===== src/rtl/ttt_pkg.sv =====
// Shared encodings for the tic-tac-toe turn controller: cell marks, phases,
// FSM states, restart key default and the table of winning lines.
package ttt_pkg;

  localparam logic [1:0] CELL_EMPTY = 2'b00;
  localparam logic [1:0] CELL_X     = 2'b01;
  localparam logic [1:0] CELL_O     = 2'b10;

  localparam int unsigned NumCells = 9;
  localparam int unsigned NumLines = 8;

  localparam logic [3:0] KEY_RESTART_DFLT = 4'd15;

  typedef enum logic [1:0] {
    PhaseIdle = 2'd0,
    PhasePlay = 2'd1,
    PhaseWin  = 2'd2,
    PhaseDraw = 2'd3
  } phase_e;

  typedef enum logic [2:0] {
    StIdle,
    StPlay,
    StCheck,
    StWin,
    StDraw
  } state_e;

  // Cell indices (row-major) of the 3 rows, 3 columns and 2 diagonals.
  localparam int unsigned LINE_TBL [NumLines][3] = '{
    '{0, 1, 2}, '{3, 4, 5}, '{6, 7, 8},
    '{0, 3, 6}, '{1, 4, 7}, '{2, 5, 8},
    '{0, 4, 8}, '{2, 4, 6}
  };

endpackage


===== src/rtl/win_detect.sv =====
// Combinational line detector: flags when any of the 8 lines is fully
// occupied by the given mark.
module win_detect
  import ttt_pkg::*;
(
  input  logic [17:0] board,
  input  logic [1:0]  mark,
  output logic        win
);

  always_comb begin
    win = 1'b0;
    for (int l = 0; l < NumLines; l++) begin
      if ((board[2*LINE_TBL[l][0] +: 2] == mark) &&
          (board[2*LINE_TBL[l][1] +: 2] == mark) &&
          (board[2*LINE_TBL[l][2] +: 2] == mark)) begin
        win = 1'b1;
      end
    end
  end

endmodule


===== src/rtl/turn_controller.sv =====
// Tic-tac-toe turn controller: accepts keypad moves, alternates players,
// rejects illegal moves and resolves win/draw one cycle after each move.
module turn_controller
  import ttt_pkg::*;
#(
  parameter logic [3:0] KEY_RESTART = KEY_RESTART_DFLT
) (
  input  logic        clk,
  input  logic        rst,
  input  logic        key_valid,
  input  logic [3:0]  key_code,
  input  logic        start,
  output logic [17:0] board,
  output logic        is_turn_o,
  output logic [1:0]  phase,
  output logic [1:0]  winner,
  output logic        illegal,
  output logic [3:0]  move_count
);

  state_e      state_q, state_d;
  logic [17:0] board_q, board_d;
  logic        turn_q, turn_d;
  logic [1:0]  winner_q, winner_d;
  logic        illegal_q, illegal_d;
  logic [3:0]  count_q, count_d;

  logic [1:0]  mark;
  logic        win;
  logic        restart_key;
  logic        key_cell;
  logic        cell_empty;
  logic        do_clear;

  assign mark = turn_q ? CELL_O : CELL_X;

  // A concurrent start always wins, so the key is treated as absent.
  assign restart_key = key_valid && !start && (key_code == KEY_RESTART);
  assign key_cell    = (key_code < 4'd9);

  always_comb begin
    cell_empty = 1'b0;
    for (int i = 0; i < NumCells; i++) begin
      if (key_code == 4'(i)) begin
        cell_empty = (board_q[2*i +: 2] == CELL_EMPTY);
      end
    end
  end

  win_detect u_win_detect (
    .board (board_q),
    .mark  (mark),
    .win   (win)
  );

  always_comb begin
    state_d   = state_q;
    board_d   = board_q;
    turn_d    = turn_q;
    winner_d  = winner_q;
    count_d   = count_q;
    illegal_d = 1'b0;
    do_clear  = 1'b0;

    case (state_q)
      StIdle: begin
        if (start) do_clear = 1'b1;
      end
      StPlay: begin
        if (restart_key) begin
          do_clear = 1'b1;
        end else if (key_valid && !start) begin
          if (key_cell && cell_empty) begin
            for (int i = 0; i < NumCells; i++) begin
              if (key_code == 4'(i)) board_d[2*i +: 2] = mark;
            end
            count_d = count_q + 4'd1;
            state_d = StCheck;
          end else begin
            illegal_d = 1'b1;
          end
        end
      end
      StCheck: begin
        // Win is tested first so a winning 9th move is not reported as a draw.
        if (restart_key) begin
          do_clear = 1'b1;
        end else if (win) begin
          winner_d = mark;
          state_d  = StWin;
        end else if (count_q == 4'd9) begin
          state_d = StDraw;
        end else begin
          turn_d  = ~turn_q;
          state_d = StPlay;
        end
      end
      StWin, StDraw: begin
        if (start || restart_key) do_clear = 1'b1;
      end
      default: state_d = StIdle;
    endcase

    if (do_clear) begin
      board_d  = '0;
      turn_d   = 1'b0;
      winner_d = CELL_EMPTY;
      count_d  = 4'd0;
      state_d  = StPlay;
    end
  end

  always_ff @(posedge clk or posedge rst) begin
    if (rst) begin
      state_q   <= StIdle;
      board_q   <= '0;
      turn_q    <= 1'b0;
      winner_q  <= CELL_EMPTY;
      illegal_q <= 1'b0;
      count_q   <= 4'd0;
    end else begin
      state_q   <= state_d;
      board_q   <= board_d;
      turn_q    <= turn_d;
      winner_q  <= winner_d;
      illegal_q <= illegal_d;
      count_q   <= count_d;
    end
  end

  always_comb begin
    case (state_q)
      StPlay, StCheck: phase = PhasePlay;
      StWin:           phase = PhaseWin;
      StDraw:          phase = PhaseDraw;
      default:         phase = PhaseIdle;
    endcase
  end

  assign board      = board_q;
  assign is_turn_o  = turn_q;
  assign winner     = winner_q;
  assign illegal    = illegal_q;
  assign move_count = count_q;

endmodule


===== config.mk =====
export PLATFORM = sky130hd
export DESIGN_NAME = turn_controller
export DESIGN_NICKNAME = d
export VERILOG_FILES = /design/src/rtl/ttt_pkg.sv /design/src/rtl/win_detect.sv /design/src/rtl/turn_controller.sv
export SDC_FILE = /design/constraint.sdc
export NUM_CORES = 1
export LEC_CHECK = 0
export CAP_MARGIN = 5
export CORE_MARGIN = 2
export CORE_UTILIZATION = 63
export CTS_CLUSTER_DIAMETER = 80
export DETAILED_ROUTE_END_ITERATION = 7
export DONT_BUFFER_PORTS = 1
export GPL_ROUTABILITY_DRIVEN = 0
export HOLD_SLACK_MARGIN = 0.05
export PLACE_DENSITY = 0.87
export SLEW_MARGIN = 20
export SYNTH_ARGS = -nofsm -noshare
export SYNTH_HDL_FRONTEND = slang
export SYNTH_SLANG_ARGS = --single-unit

===== constraint.sdc =====
create_clock -name clk -period 2.38 [get_ports clk]
set_clock_uncertainty 0.05 [all_clocks]
set_input_delay 0.476 -clock clk [delete_from_list [all_inputs] [get_ports clk]]
set_output_delay 0.476 -clock clk [all_outputs]
set_load 0.01 [all_outputs]

# ---- Word-level counts from Yosys, hierarchy flattened
# Index checks and enable logic that the tools add are counted.
dict set report classes {
  n_addsub 1
  magnitude_cmp 1
  eq_ne 31
  mux 63
  bitwise_logic 1
  reduce_logical 62
}
# cell n
set ops {}
lappend ops {{2-to-1 mux 18 bit} 5}
lappend ops {{AND reduction 5 bit} 10}
lappend ops {{2-to-1 mux 1 bit} 29}
lappend ops {{2-to-1 mux 2 bit} 14}
lappend ops {{nonzero test 2 bit} 14}
lappend ops {{2-to-1 mux 3 bit} 7}
lappend ops {{2-to-1 mux 4 bit} 5}
lappend ops {{logical AND 1 bit} 19}
lappend ops {{equality test 2 bit} 9}
lappend ops {{logical NOT 2 bit} 9}
lappend ops {{equality test 4 x 3 -> 1 bit, second input constant} 4}
lappend ops {{equality test 4 bit, second input constant} 3}
lappend ops {{!= test 3 bit, second input constant} 4}
lappend ops {{case mux 3 bit (3 select lines)} 1}
lappend ops {{equality test 4 x 2 -> 1 bit, second input constant} 2}
lappend ops {{AND reduction 4 bit} 2}
lappend ops {{equality test 3 x 2 -> 1 bit, second input constant} 2}
lappend ops {{case mux 2 bit (3 select lines)} 1}
lappend ops {{adder 4 x 1 -> 4 bit, second input constant} 1}
lappend ops {{equality test 4 x 1 -> 1 bit, second input constant} 1}
lappend ops {{logical NOT 4 bit} 1}
lappend ops {{less-than comparator 4 bit, second input constant} 1}
lappend ops {{!= test 2 x 1 -> 1 bit, second input constant} 2}
lappend ops {{!= test 2 bit, second input constant} 2}
lappend ops {{10 further kinds} 11}
dict set report totals {
  register_bits 29
  input_bits 8
  elab_cells 173
}

# ---- Longest topological paths before layout
dict set report depth {
  depth_word 16
  ltp_mapped 9
  mapped_depth_nobuf 6
}

# ---- By module
# From an unflattened synthesis, not the netlist that was laid out.
dict set report hier_totals {
  cells_unflattened 217
  area_unflattened_um2 1943.1
}
# module n_inst cells_per_inst area_per_inst_um2 seq_area_each_um2
set modules_own_cells {}
lappend modules_own_cells {turn_controller 1 164 1579.0 725.7}
lappend modules_own_cells {win_detect 1 53 364.1 0.0}

# ---- Least setup slack after synthesis
# Ideal clock, no wire load.
dict set report synth_path {
  path_type {input to register}
  from {in key_code[2]}
  to {reg board_q[6] (netlist: board[6])}
  arrival_time_ns 1.804
  t_required_ns 2.208
  path_slack_ns 0.404
  cell_stages 8
  n_path_buf 3
  path_cell_list {buf_4 > nand2_1 > nor3_2 > a21oi_1 > o32a_1 > buf_2 > buf_6 > a32o_1}
}
dict set report synth_between {
  elab_chain_len 13
  elab_cells_between_ends 33
  cone_classes {order compare (1); eq/ne (10); mux (13); reduce/logical (9)}
}
# element line
set synth_rtl {}
lappend synth_rtl {{start, declared} turn_controller.sv:11} ;# input logic [3:0] key_code,
lappend synth_rtl {{logical NOT 4 bit} turn_controller.sv:44} ;# if (key_code == 4'(i)) begin
lappend synth_rtl {{2-to-1 mux 1 bit (9 in series)} turn_controller.sv:44}
lappend synth_rtl {{logical AND 1 bit} turn_controller.sv:73} ;# if (key_cell && cell_empty) begin
lappend synth_rtl {{nonzero test 2 bit (no line)} --}
lappend synth_rtl {{AND reduction 5 bit (no line)} --}
lappend synth_rtl {{end signal, assigned} turn_controller.sv:123} ;# board_q <= board_d;
lappend synth_rtl {{end, declared} turn_controller.sv:22} ;# logic [17:0] board_q, board_d;
# Several ways; a longest one is shown, not always the timed one.
# A chain may end at the register's enable or synchronous reset.

# ---- Final worst setup path
dict set report layout_path {
  from {reg turn_q (netlist: is_turn_o)}
  to {reg state_q[2]}
}
dict set report layout_between {
  elab_chain_len 16
  elab_cells_between_ends 38
  cone_classes {eq/ne (9); mux (13); reduce/logical (16)}
}
# element line
set layout_rtl {}
lappend layout_rtl {{start, declared} turn_controller.sv:23} ;# logic turn_q, turn_d;
lappend layout_rtl {{start signal, assigned} turn_controller.sv:124} ;# turn_q <= turn_d;
lappend layout_rtl {{2-to-1 mux 2 bit (*)} turn_controller.sv:35} ;# assign mark = turn_q ? CELL_O : CELL_X;
lappend layout_rtl {{equality test 2 bit (on tied branches)} {win_detect.sv:14, win_detect.sv:15}}
lappend layout_rtl {{logical AND 1 bit} win_detect.sv:14} ;# if ((board[2*LINE_TBL[l][0] +: 2] == mark) &&
lappend layout_rtl {{logical AND 1 bit} win_detect.sv:15} ;# (board[2*LINE_TBL[l][1] +: 2] == mark) &&
lappend layout_rtl {{2-to-1 mux 1 bit (7 in series)} win_detect.sv:14}
lappend layout_rtl {{2-to-1 mux 1 bit (*)} win_detect.sv:14}
lappend layout_rtl {{2-to-1 mux 3 bit (*)} turn_controller.sv:88} ;# end else if (win) begin
lappend layout_rtl {{2-to-1 mux 3 bit (*)} turn_controller.sv:86} ;# if (restart_key) begin
lappend layout_rtl {{case mux 3 bit (3 select lines) (*)} turn_controller.sv:65} ;# case (state_q)
lappend layout_rtl {{2-to-1 mux 3 bit (*)} turn_controller.sv:104} ;# if (do_clear) begin
lappend layout_rtl {{end signal, assigned} turn_controller.sv:115} ;# state_q <= StIdle;
lappend layout_rtl {{end signal, assigned} turn_controller.sv:122} ;# state_q <= state_d;
lappend layout_rtl {{end, declared} turn_controller.sv:21} ;# state_e state_q, state_d;
# Mark *: on every way between the ends. The rest lies on a longest branch, timed or not. The select of a mux whose other input is x is not followed.

==> results.yml <==
drt:
  wl_per_cell_um: 19.1
  num_vias: 1690
  drt_iter0_markers: 105
  routed_wl_um: 4840
  first_pass_iters: 4
  final_antenna_net_count: 0
  vias_per_cell: 6.68
  drc: 0
finish:
  nets: 219
  fin_util_pct: 68.9
  design_area_um2: 2090
  antenna_cells: 0
  fillCellCount: 245
  layoutNonFillerInstCount: 253
  syn2layout_area_growth_pct: 5.17
  drive_gt1_share_pct: 15.3
cts:
  clock_path_buffers: 2
  tritoncts: "done"
  clkLatencyLatePin_ns: 0.34
  cts_root_buf: "clkbuf_4"
  htree_levels: 2
  cts_buffers: 5
  clkSinkCount: 29
  path_clk_slew_ns: 0.10
global_route:
  grt_pass1_vias: 1745
  antenna_found_initial: 0
  grt.overflow.total: 0
  grt_max_degree: 30
  grt.total_usage_pct: 30.0
  grt_pass1_wl_um: 7870
pwr:
  power_mw: 1.51
  power.switching_mw: 0.600
  internal_power_mw: 0.914
  clkPwrFrac_pct: 20.3
  swShare_pct: 39.6
  powerDensity_nw_per_um2: 725
  leakage_nw: 0.840
  ir_worst_vdd_mv: 0.507
  pwr-share-comb_pct: 31.4
  seqPwrFrac_pct: 48.2
floorplanning:
  dieArea_um2: 3620
  coreArea_um2: 3030
  rows: 20
  die_w_um: 60.1
  io_pins: 36
  die_y_um: 60.1
  start_util_pct: 65.5
logic_synthesis:
  synthTopCellsByArea: "dfrtp_1 37%, nand2b_1 3.5%, o41ai_4 2.8%"
  synth-edff-count: 0
  synth_top_area_cell: "dfrtp_1"
  synth_common_cells: "29 x dfrtp_1, 14 x nand2_1, 13 x nor2_1"
  synth_top_area_share_pct: 36.6
  yosys_most_used_dff: "dfrtp_1"
  yosysWarningCount: 0
  yosys.cell_count.top_type: "dfrtp_1"
  syn-num-nets: 215
  ys_seq_elements: 29
  synth_area_per_cell_um2: 9.68
  syn_area_um2: 1980
  yosysSeqAreaShare_pct: 36.6
  post_synth_num_cell_types: 63
  synthArstFlopShare_pct: 100
  synth_cells: 205
timing:
  rsz0062_at_grt: "false"
  fin_tns_setup_ns: 0
  slew_headroom_pct: 63.2
  slew_viol_final: 0
  fin_crit_ns: 2.19
  timing_hold_violations_final: 0
  tightest_slew_ns: 0.547
  timing.hold.ws_ns: 0.248
  finalCritPeriodShare_pct: 92.2
  setup_viol: 0
  fmax_ghz: 0.456
  fin_ws_ns: 0.186
job:
  maxCapViolations: 0
setup_path:
  arrival_ns: 2.37
  reg2regPathDepth: 6
  required_ns: 2.55
  endpoint_kind: "flop"
  critical_path_class: "reg -> reg"
  path_max_fanout: 10
  startpoint_type: "flop"
placed_design:
  place_ws_ns: 0.162
  portBuffers: 0
  place_area_um2: 2020
  dp_hpwl_um: 3450
  placed_cells: 245
min_path:
  min_path_type: "in -> reg"
  hold_depth: 1
run_status:
  status: "finished clean"
-- critical path: stages (launching register included) --
cell and delay (ns):
dfrtp_1 0.50, or4b_1 0.54, mux2i_1 0.20, nor4_2 0.09, o221ai_2 0.35, nor2_1 0.11, a22o_1 0.24
-- sequential cells by signal, summed over array words and instances, names as in the netlist --
register    cells
illegal         1
state_q         3
is_turn_o       1
move_count      4
winner          2
board          18
-- power groups by stage --
stage               registers (mW)  clock network (mW)  logic, mW
floorplan                    0.686                   0      0.410
global placement             0.726                   0      0.448
detailed placement           0.733                   0      0.465
CTS                          0.724               0.310      0.472
global route                 0.742               0.333      0.524
finish                       0.730               0.308      0.476
-- worst paths after layout --
check                      slack (ns)         from         end
max                              0.19    is_turn_o  state_q[2]
min                              0.25  key_code[1]    board[6]
max reg2reg                      0.19    is_turn_o  state_q[2]
min reg2reg                      0.54    winner[1]   winner[1]
max in group asynchronous        1.42          rst  state_q[2]
min in group asynchronous        0.59          rst   is_turn_o
-- layout by cell type, fill, tap and decap left out, drive strengths merged, types with 3 or more instances in the layout --
master,Yosys,layout
o21a,6,6
or3b,3,3
nor4,3,3
inv,9,9
nand2,16,16
o21ai,11,11
a21o,5,5
o22ai,8,8
nand2b,11,11
a21boi,4,4
buf,9,7
nor2b,4,4
or4b,5,5
dfrtp,29,29
and3,4,4
a21oi,4,4
a22o,4,4
nand3b,4,4
or4,3,3
nor3,8,8
o211ai,3,3
nor2,13,13
clkbuf,2,7
nand3,6,6
-- cell families (layout without fill, tap and decap cells) --
family / after synthesis / count (layout) / share of synthesized area, %
simple gates: 89 / 89 / 28.0
compound gates: 63 / 63 / 27.7
xor+xnor: 1 / 1 / 0.441
mux: 1 / 1 / 0.504
fa+ha+maj: 2 / 2 / 1.26
flops: 29 / 29 / 36.6
buf+inv: 20 / 24 / 5.55
-- cell type report --
cell class / count / area [µm²] / area share (%)
clock buffer: 7 / 55.1 / 2.64
inverter: 9 / 33.8 / 1.62
multi-input combinational: 156 / 1150 / 55.3
sequential: 29 / 726 / 34.8
tap: 44 / 55.1 / 2.64
timing repair buffer: 8 / 62.6 / 3.00
-- metal layers --
layer,vias up,track usage (%),share of wire [%]
met4,0,18.1,3.6
met3,18,6.49,7.6
li1,776,-,-
met2,67,51.1,50
met1,829,34.0,39
met5,-,0,0
-- what timing repair did --
item                                    4_1_cts  5_1_grt
resized for setup                             0        1
endpoints found under the setup margin        0        1
hold endpoints to repair                      8        0
hold buffers                                  1        0
buffers inserted                              0        0
Power figures use the tool's default switching activity.
